===== src/rtl/pipe_ctrl_pkg.sv =====
`default_nettype none
// ============================================================================
// Module      : pipe_ctrl_pkg
// Description : Shared types and constants for the pipeline hazard controller.
// Revision    : 1.0 - initial release
// ============================================================================
package pipe_ctrl_pkg;

    typedef enum logic [1:0] {
        RUN      = 2'b00,
        MEM_WAIT = 2'b01,
        FLUSH    = 2'b10
    } state_e;

    typedef enum logic [1:0] {
        FWD_RF  = 2'b00,
        FWD_MEM = 2'b10,
        FWD_WB  = 2'b01
    } fwd_sel_e;

    localparam logic [31:0] c_nop_instr = 32'h00000013;

    // Per-cycle pipeline-register control bundle
    typedef struct packed {
        logic pc_en;
        logic ifid_en;
        logic idex_en;
        logic exmem_en;
        logic memwb_en;
        logic ifid_flush;
        logic idex_flush;
    } ctrl_t;

    localparam ctrl_t c_ctrl_run    = '{pc_en: 1'b1, ifid_en: 1'b1, idex_en: 1'b1,
                                        exmem_en: 1'b1, memwb_en: 1'b1,
                                        ifid_flush: 1'b0, idex_flush: 1'b0};
    localparam ctrl_t c_ctrl_freeze = '{pc_en: 1'b0, ifid_en: 1'b0, idex_en: 1'b0,
                                        exmem_en: 1'b0, memwb_en: 1'b0,
                                        ifid_flush: 1'b0, idex_flush: 1'b0};
    localparam ctrl_t c_ctrl_flush  = '{pc_en: 1'b1, ifid_en: 1'b1, idex_en: 1'b1,
                                        exmem_en: 1'b1, memwb_en: 1'b1,
                                        ifid_flush: 1'b1, idex_flush: 1'b1};
    localparam ctrl_t c_ctrl_reset  = '{pc_en: 1'b0, ifid_en: 1'b0, idex_en: 1'b0,
                                        exmem_en: 1'b0, memwb_en: 1'b0,
                                        ifid_flush: 1'b1, idex_flush: 1'b1};

    function automatic logic reg_match(input logic [4:0] rd, input logic [4:0] rs);
        return (rd != 5'd0) && (rd == rs);
    endfunction

endpackage
`default_nettype wire


===== src/rtl/fwd_unit.sv =====
`default_nettype none
// ============================================================================
// Module      : fwd_unit
// Description : Combinational EX-stage forwarding select for one operand.
// Revision    : 1.0 - initial release
// ============================================================================
module fwd_unit
    import pipe_ctrl_pkg::*;
(
    input  logic [4:0] ex_rs,
    input  logic [4:0] mem_rd,
    input  logic       mem_reg_write,
    input  logic [4:0] wb_rd,
    input  logic       wb_reg_write,
    output fwd_sel_e   fwd_sel
);

    // The younger producer in MEM shadows an older one in WB
    always_comb begin
        fwd_sel = FWD_RF;
        if (mem_reg_write && reg_match(mem_rd, ex_rs)) begin
            fwd_sel = FWD_MEM;
        end else if (wb_reg_write && reg_match(wb_rd, ex_rs)) begin
            fwd_sel = FWD_WB;
        end
    end

endmodule
`default_nettype wire


===== src/rtl/pipeline_hazard_ctrl.sv =====
`default_nettype none
// ============================================================================
// Module      : pipeline_hazard_ctrl
// Description : Stall/flush/forwarding controller for the 5-stage RV pipeline.
// Revision    : 1.0 - initial release
// ============================================================================
module pipeline_hazard_ctrl
    import pipe_ctrl_pkg::*;
#(
    parameter int XLEN         = 64,
    parameter int FLUSH_CYCLES = 2,
    parameter int CNT_W        = 32
) (
    input  logic             clk,
    input  logic             reset,
    input  logic             ext_stall_i,
    input  logic             ext_flush_i,
    input  logic [4:0]       id_rs1_i,
    input  logic [4:0]       id_rs2_i,
    input  logic [4:0]       ex_rs1_i,
    input  logic [4:0]       ex_rs2_i,
    input  logic [4:0]       ex_rd_i,
    input  logic             ex_mem_read_i,
    input  logic             ex_branch_taken_i,
    input  logic [4:0]       mem_rd_i,
    input  logic             mem_reg_write_i,
    input  logic             dmem_req_i,
    input  logic             dmem_ready_i,
    input  logic [4:0]       wb_rd_i,
    input  logic             wb_reg_write_i,
    output logic             pc_en_o,
    output logic             ifid_en_o,
    output logic             idex_en_o,
    output logic             exmem_en_o,
    output logic             memwb_en_o,
    output logic             ifid_flush_o,
    output logic             idex_flush_o,
    output logic [1:0]       fwd_a_o,
    output logic [1:0]       fwd_b_o,
    output logic [1:0]       state_o,
    output logic [CNT_W-1:0] stall_cnt_o,
    output logic [CNT_W-1:0] flush_cnt_o
);

    // Statistics never need to be wider than the datapath
    localparam int         c_cnt_w        = (CNT_W < XLEN) ? CNT_W : XLEN;
    localparam logic [3:0] c_flush_reload = 4'(FLUSH_CYCLES - 1);

    state_e               r_state;
    state_e               w_state_nxt;
    logic [3:0]           r_flush_left;
    logic [3:0]           w_flush_left_nxt;
    logic [c_cnt_w-1:0]   r_stall_cnt;
    logic [c_cnt_w-1:0]   r_flush_cnt;
    ctrl_t                w_ctrl;
    ctrl_t                w_ctrl_out;
    fwd_sel_e             w_fwd_a;
    fwd_sel_e             w_fwd_b;
    logic                 w_dmem_stall;
    logic                 w_load_use;

    fwd_unit u_fwd_a (
        .ex_rs         (ex_rs1_i),
        .mem_rd        (mem_rd_i),
        .mem_reg_write (mem_reg_write_i),
        .wb_rd         (wb_rd_i),
        .wb_reg_write  (wb_reg_write_i),
        .fwd_sel       (w_fwd_a)
    );

    fwd_unit u_fwd_b (
        .ex_rs         (ex_rs2_i),
        .mem_rd        (mem_rd_i),
        .mem_reg_write (mem_reg_write_i),
        .wb_rd         (wb_rd_i),
        .wb_reg_write  (wb_reg_write_i),
        .fwd_sel       (w_fwd_b)
    );

    assign w_dmem_stall = dmem_req_i && !dmem_ready_i;
    assign w_load_use   = ex_mem_read_i &&
                          (reg_match(ex_rd_i, id_rs1_i) || reg_match(ex_rd_i, id_rs2_i));

    always_ff @(posedge clk or posedge reset) begin
        if (reset) begin
            r_state      <= RUN;
            r_flush_left <= 4'd0;
        end else begin
            r_state      <= w_state_nxt;
            r_flush_left <= w_flush_left_nxt;
        end
    end

    always_comb begin
        w_ctrl           = c_ctrl_run;
        w_state_nxt      = r_state;
        w_flush_left_nxt = r_flush_left;
        case (r_state)
            RUN: begin
                if (w_dmem_stall) begin
                    w_ctrl      = c_ctrl_freeze;
                    w_state_nxt = MEM_WAIT;
                end else if (ex_branch_taken_i) begin
                    w_ctrl = c_ctrl_flush;
                end else if (ext_flush_i) begin
                    w_ctrl           = c_ctrl_flush;
                    w_flush_left_nxt = c_flush_reload;
                    if (c_flush_reload != 4'd0) begin
                        w_state_nxt = FLUSH;
                    end
                end else if (w_load_use) begin
                    w_ctrl.pc_en      = 1'b0;
                    w_ctrl.ifid_en    = 1'b0;
                    w_ctrl.idex_flush = 1'b1;
                end else if (ext_stall_i) begin
                    w_ctrl = c_ctrl_freeze;
                end
            end
            MEM_WAIT: begin
                // A non-zero remaining count means a flush was interrupted
                if (dmem_ready_i) begin
                    w_state_nxt = (r_flush_left != 4'd0) ? FLUSH : RUN;
                end else begin
                    w_ctrl = c_ctrl_freeze;
                end
            end
            FLUSH: begin
                if (w_dmem_stall) begin
                    w_ctrl      = c_ctrl_freeze;
                    w_state_nxt = MEM_WAIT;
                end else begin
                    w_ctrl = c_ctrl_flush;
                    if (ext_flush_i) begin
                        w_flush_left_nxt = c_flush_reload;
                    end else begin
                        w_flush_left_nxt = r_flush_left - 4'd1;
                    end
                    if (w_flush_left_nxt == 4'd0) begin
                        w_state_nxt = RUN;
                    end
                end
            end
            default: begin
                w_state_nxt      = RUN;
                w_flush_left_nxt = 4'd0;
            end
        endcase
    end

    // Reset acts on the outputs immediately, not at the next edge
    assign w_ctrl_out = reset ? c_ctrl_reset : w_ctrl;

    assign pc_en_o      = w_ctrl_out.pc_en;
    assign ifid_en_o    = w_ctrl_out.ifid_en;
    assign idex_en_o    = w_ctrl_out.idex_en;
    assign exmem_en_o   = w_ctrl_out.exmem_en;
    assign memwb_en_o   = w_ctrl_out.memwb_en;
    assign ifid_flush_o = w_ctrl_out.ifid_flush;
    assign idex_flush_o = w_ctrl_out.idex_flush;
    assign fwd_a_o      = reset ? FWD_RF : w_fwd_a;
    assign fwd_b_o      = reset ? FWD_RF : w_fwd_b;
    assign state_o      = r_state;

    always_ff @(posedge clk or posedge reset) begin
        if (reset) begin
            r_stall_cnt <= '0;
            r_flush_cnt <= '0;
        end else begin
            if (!w_ctrl.pc_en && (r_stall_cnt != '1)) begin
                r_stall_cnt <= r_stall_cnt + c_cnt_w'(1);
            end
            if (w_ctrl.ifid_flush && (r_flush_cnt != '1)) begin
                r_flush_cnt <= r_flush_cnt + c_cnt_w'(1);
            end
        end
    end

    assign stall_cnt_o = CNT_W'(r_stall_cnt);
    assign flush_cnt_o = CNT_W'(r_flush_cnt);

endmodule
`default_nettype wire


===== config.mk =====
export PLATFORM = sky130hd
export DESIGN_NAME = pipeline_hazard_ctrl
export DESIGN_NICKNAME = d
export VERILOG_FILES = /design/src/rtl/pipe_ctrl_pkg.sv /design/src/rtl/fwd_unit.sv /design/src/rtl/pipeline_hazard_ctrl.sv
export SDC_FILE = /design/constraint.sdc
export NUM_CORES = 1
export LEC_CHECK = 0
export ABC_CLOCK_PERIOD_IN_PS = 3600
export BUFFER_PORTS_ARGS = -buffer_cell sky130_fd_sc_hd__buf_4
export CELL_PAD_IN_SITES_DETAIL_PLACEMENT = 1
export CELL_PAD_IN_SITES_GLOBAL_PLACEMENT = 1
export CORE_MARGIN = 1
export CORE_UTILIZATION = 39
export DETAILED_ROUTE_END_ITERATION = 7
export PLACE_DENSITY = 0.78
export SYNTH_ARGS = -nofsm -noshare
export SYNTH_HDL_FRONTEND = slang
export SYNTH_SLANG_ARGS = --single-unit

===== constraint.sdc =====
create_clock -name clk -period 3.6 [get_ports clk]
set_input_delay 0.36 -clock clk [delete_from_list [all_inputs] [get_ports clk]]
set_output_delay 0.36 -clock clk [all_outputs]
set_load 0.05 [all_outputs]

=== Yosys cells after proc, flatten, opt, wreduce, memory -nomap -nowiden ===
Cells that the tools add are included.
Widths: inputs -> output; s select.

* Register bits: 70
* Input bits: 45
* Output and inout port bits: 77

* $add $sub $neg: 3
* Eq/ne operators: 18
* Multiplexer cells: 33
* Bitwise logic cells: 1
* Reductions and logical operators: 25

{| class="wikitable"
|+ Operators by type and width
! cell !! count
|-
| $add 32x1->32 const B || 2
|-
| $ne 32x32->1 const B || 2
|-
| $mux 7 || 7
|-
| $mux 4 || 8
|-
| $eq 5x5->1 || 6
|-
| $mux 2 || 12
|-
| $pmux 7 s3 || 1
|-
| $reduce_bool 5->1 || 3
|-
| $logic_and 1x1->1 || 14
|-
| $pmux 4 s3 || 1
|-
| $ne 2x2->1 const B || 5
|-
| $ne 3x3->1 const B || 3
|-
| $pmux 2 s3 || 1
|-
| $reduce_and 5->1 || 1
|-
| $logic_not 4->1 || 1
|-
| $reduce_and 4->1 || 1
|-
| $reduce_bool 4->1 || 1
|-
| $sub 4x1->4 const B || 1
|-
| $mux 1 || 3
|-
| $eq 2x1->1 const B || 1
|-
| $eq 2x2->1 const B || 1
|-
| $logic_not 1->1 || 2
|-
| $logic_not 2->1 || 1
|-
| $logic_or 1x1->1 || 1
|-
| $not 1->1 || 1
|}

=== Longest topological paths before layout ===
* Depth after elaboration: 11
* Depth in mapped cells: 7
* Depth with buffers taken out: 6

=== Hierarchy ===
A second synthesis with hierarchy kept.

* Cell total of the unflattened synthesis: 413
* Area, all modules: 4033.9 µm²

{| class="wikitable"
|+ By module, submodules not included
! module !! times used !! cells an instance !! area each (µm²) !! seq. area each (µm²)
|-
| pipeline_hazard_ctrl || 1 || 373 || 3731.1 || 1751.7
|-
| fwd_unit || 2 || 20 || 151.4 || 0.0
|}

=== Worst setup path after synthesis ===
Ideal clock, no wire load.

* Kind: input port to output port
* From: input port reset
* To: output port fwd_a_o[0]
* Data arrival time: 4.100 ns
* Data required time: 3.240 ns
* Setup slack: -0.860 ns
* Stages: 4
* Buffers on the path: 0
* Path through: inv_1 -> o211ai_1 -> or4_1 -> nor4_1

* Word-level cells in the longest chain between the ends: 1

{| class="wikitable"
|+ RTL lines
! item !! line !! text
|-
| start: declaration || pipeline_hazard_ctrl.sv:15 || <nowiki>input logic reset,</nowiki>
|-
| $mux 2 || pipeline_hazard_ctrl.sv:160 || <nowiki>assign fwd_a_o = reset ? FWD_RF : w_fwd_a;</nowiki>
|-
| end: declaration || pipeline_hazard_ctrl.sv:38 || <nowiki>output logic [1:0] fwd_a_o,</nowiki>
|}

Every way passes these cells.

=== Final worst setup path ===
* From: register r_state[0], in the netlist state_o[0]
* To: output port ifid_en_o

* Word-level cells in the longest chain between the ends: 3

{| class="wikitable"
|+ RTL lines
! item !! line !! text
|-
| start: declaration || pipeline_hazard_ctrl.sv:49 || <nowiki>state_e r_state;</nowiki>
|-
| start signal: assignment || pipeline_hazard_ctrl.sv:89 || <nowiki>r_state <= w_state_nxt;</nowiki>
|-
| $eq 2x2->1, or another cell as far along || pipeline_hazard_ctrl.sv:98 || <nowiki>case (r_state)</nowiki>
|-
| $pmux 7 s3 (*) || pipeline_hazard_ctrl.sv:98 ||
|-
| $mux 7 (*) || pipeline_hazard_ctrl.sv:151 || <nowiki>assign w_ctrl_out = reset ? c_ctrl_reset : w_ctrl;</nowiki>
|-
| end: declaration || pipeline_hazard_ctrl.sv:32 || <nowiki>output logic ifid_en_o,</nowiki>
|}

Every way passes the cells marked *; elsewhere a longest branch is shown, timed or not.

==> impl_metrics.toml <==
[cts]
cts_tree = "done"
worstSkewPairLatency_ps = 350
cts_root_buffer = "clkbuf_8"
clock_path_buffers = 2
post_cts_buffers = 0
post_cts_resized = 0
clk_pin_slew_ps = 70
postCtsHoldBufs = 0
cts_made_buffers = 9
clkSinkCount = 70
htreeDepth = 3

[timing]
final_hold_viol_count = 0
timing.slew.headroom_pct = 39.1
setup_viol = 0
setup_tns_ps = 0
worst_pin_slew_ps = 913
rsz0062_at_grt = "no"
finalCriticalPeriod_ps = 2720
max_freq_ghz = 0.367
slew_viol_final = 0
postLayoutSetupSlackWorst_ps = 876
fin_crit_sh_pct = 75.7
fin_skew_ps = 14.1

[die]
core_area_mm2 = 0.00977
die_y_um = 103
dieArea_mm2 = 0.0105
placementRows = 36
initial_core_util_pct = 40.4
ios = 122
die_w_um = 103

[cells_and_area]
diodes = 0
fin_util_pct = 53.0
fill_cells = 1152
finalNonFillerCells = 659
nNetsFinal = 571
drive_gt1_share_pct = 30.0
area_growth_pct = 31.2

[drt]
drc = 0
vias = 3431
drt_iter0_markers = 68
drt-pass1-iter-count = 4
ant_nets = 0
avgViaCountPerCell = 5.21
wl_per_cell_um = 16.6
drt_wl_total_mm = 10.9

[worst_hold_path]
min_path_type = "in2reg"

[place]
gp_congestion = 0.819
preCtsSetupSlack_ps = 1050
dp_hpwl_mm = 8.38
portBuffers = 121
dp_cells = 644

[synth]
async_flop_share_pct = 100
synth_top_area_share_pct = 44.4
synth_top_cell_by_area = "dfrtp_1"
synthTopCellsByArea = "dfrtp_1, xnor2_1, xor2_1"
syn_avg_cell_area_um2 = 9.99
ys_warn_count = 0
synth_edf_count = 0
ys_ff_latch = 70
syn_area_mm2 = 0.00395
synthesis.nets = 444
synthFlopType = "dfrtp_1"
synth_cells = 395
yosysSeqAreaShare_pct = 44.4
synth.distinct_cells = 50

[worst_setup_path]
cp.arrival_ps = 2360
startpoint_type = "flop"
crit_fanout = 16
worstPathRequired_ps = 3240
end_kind = "output pin"
setup.worst_path.class = "reg2out"

[power]
p_sw_w = 0.00104
power_switching_share_pct = 41.7
p_leak_nw = 2.35
pwr-share-seq_pct = 40.4
p_total_w = 0.00250
power_frac_clock_pct = 22.4
comb_power_share_pct = 37.2
peakVddDrop_uv = 357
p_int_w = 0.00146
power_density_mw_per_mm2 = 483

[global_route]
grt_pass1_vias = 3555
grt.total_usage_pct = 21.7
antenna_found_initial = 0
grt_pass1_wl_mm = 17.7
grt.overflow.total = 0
grt_start_max_net_pins = 72

[outcome]
outcome = "completed"

[run]
cap_viol_max_count = 0
[layout by cell type (no fill, tap or decap), types with 6 or more instances in the layout]
| master | n |
|---|---|
| xnor2_1 | 63 |
| clkbuf_8 | 9 |
| xor2_1 | 31 |
| buf_4 | 124 |
| nand2_1 | 36 |
| and3_1 | 12 |
| nand2b_1 | 6 |
| nand3_1 | 23 |
| nor2_1 | 22 |
| dfrtp_1 | 70 |
| nor3_1 | 14 |
| inv_1 | 8 |
| and4_1 | 6 |
| nand4_1 | 26 |
[synthesized netlist by cell type (3+ instances only)]
cell	instances
clkbuf_1	3
nand4_1	26
inv_1	9
nor2_1	22
and4_1	6
or3_1	3
and3_1	12
nor3_1	14
nand2b_1	6
ha_1	4
nor4_1	5
dfrtp_1	70
o21ai_0	4
a21oi_1	4
and2_1	5
xor2_1	31
nand2_1	36
a21o_1	3
or4_1	5
buf_4	4
xnor2_1	63
nand3_1	23
[area by class of cell]
cell class | instances | area, um^2 | area share, %
sequential | 70 | 1750 | 33.8
timing repair buffer | 124 | 931 | 18.0
clock inverter | 6 | 40.0 | 0.774
multi-input combinational | 308 | 2130 | 41.1
inverter | 9 | 37.5 | 0.725
tap | 133 | 166 | 3.21
clock buffer | 9 | 124 | 2.39
[per-stage QoR]
step                      hold WS [ps]  area [um^2]
after global placement             477         5010
final                              292         5180
after floorplan                    467         3960
after CTS                          286         5180
after global routing               311         5180
after detailed placement           481         5010
[cells by family after synthesis]
family	synth area share [%]
AND/OR/NAND/NOR	25.6
XOR/XNOR	20.9
flip-flops	44.4
AO/OA/AOI/OAI	5.26
buffers and inverters	2.03
adder cells (fa/ha/maj)	1.27
multiplexers	0.571
[critical path, stage by stage, from the launching register on]
cell      delay (ps)
dfrtp_1          550
or4b_1           640
o221ai_1         370
o21bai_1         190
nor2_1            90
buf_4            190
[worst paths after layout]
path                                 startpoint               to  slack [ps]  cells after the start
worst max register to register       state_o[0]   stall_cnt_o[1]        1040                      6
min in group asynchronous                 reset       state_o[0]         370                      3
worst min register to register  flush_cnt_o[25]  flush_cnt_o[25]         500                      1
worst max-delay path                 state_o[0]        ifid_en_o         880                      5
max in group asynchronous                 reset   stall_cnt_o[7]        2650                      3
worst min-delay path               dmem_ready_i       state_o[0]         290                      2
[registers in the layout, indices dropped and copies added (netlist names)]
signal	count
state_o	2
flush_cnt_o	32
stall_cnt_o	32
r_flush_left	4
[power groups by stage]
| stage | combinational [W] | clock, W | sequential (W) |
|---|---|---|---|
| 2_1_floorplan | 0.000388 | 0 | 0.00126 |
| 3_3_place_gp | 0.000910 | 0 | 0.00102 |
| 3_5_place_dp | 0.000939 | 0 | 0.00103 |
| 4_1_cts | 0.000940 | 0.000576 | 0.00101 |
| 5_1_grt | 0.000998 | 0.000614 | 0.00103 |
| 6_report | 0.000930 | 0.000561 | 0.00101 |
[metal layers]
metal,vias up,share of wire [%],wire length (um),GRT usage (%)
li1,1642,-,-,-
met1,1708,46,5050,28.9
met2,66,50,5420,36.6
met3,15,2.8,307,3.46
met4,0,1.5,159,6.26
met5,-,0,0,0
Note: power is estimated with default switching activity, not from simulation.
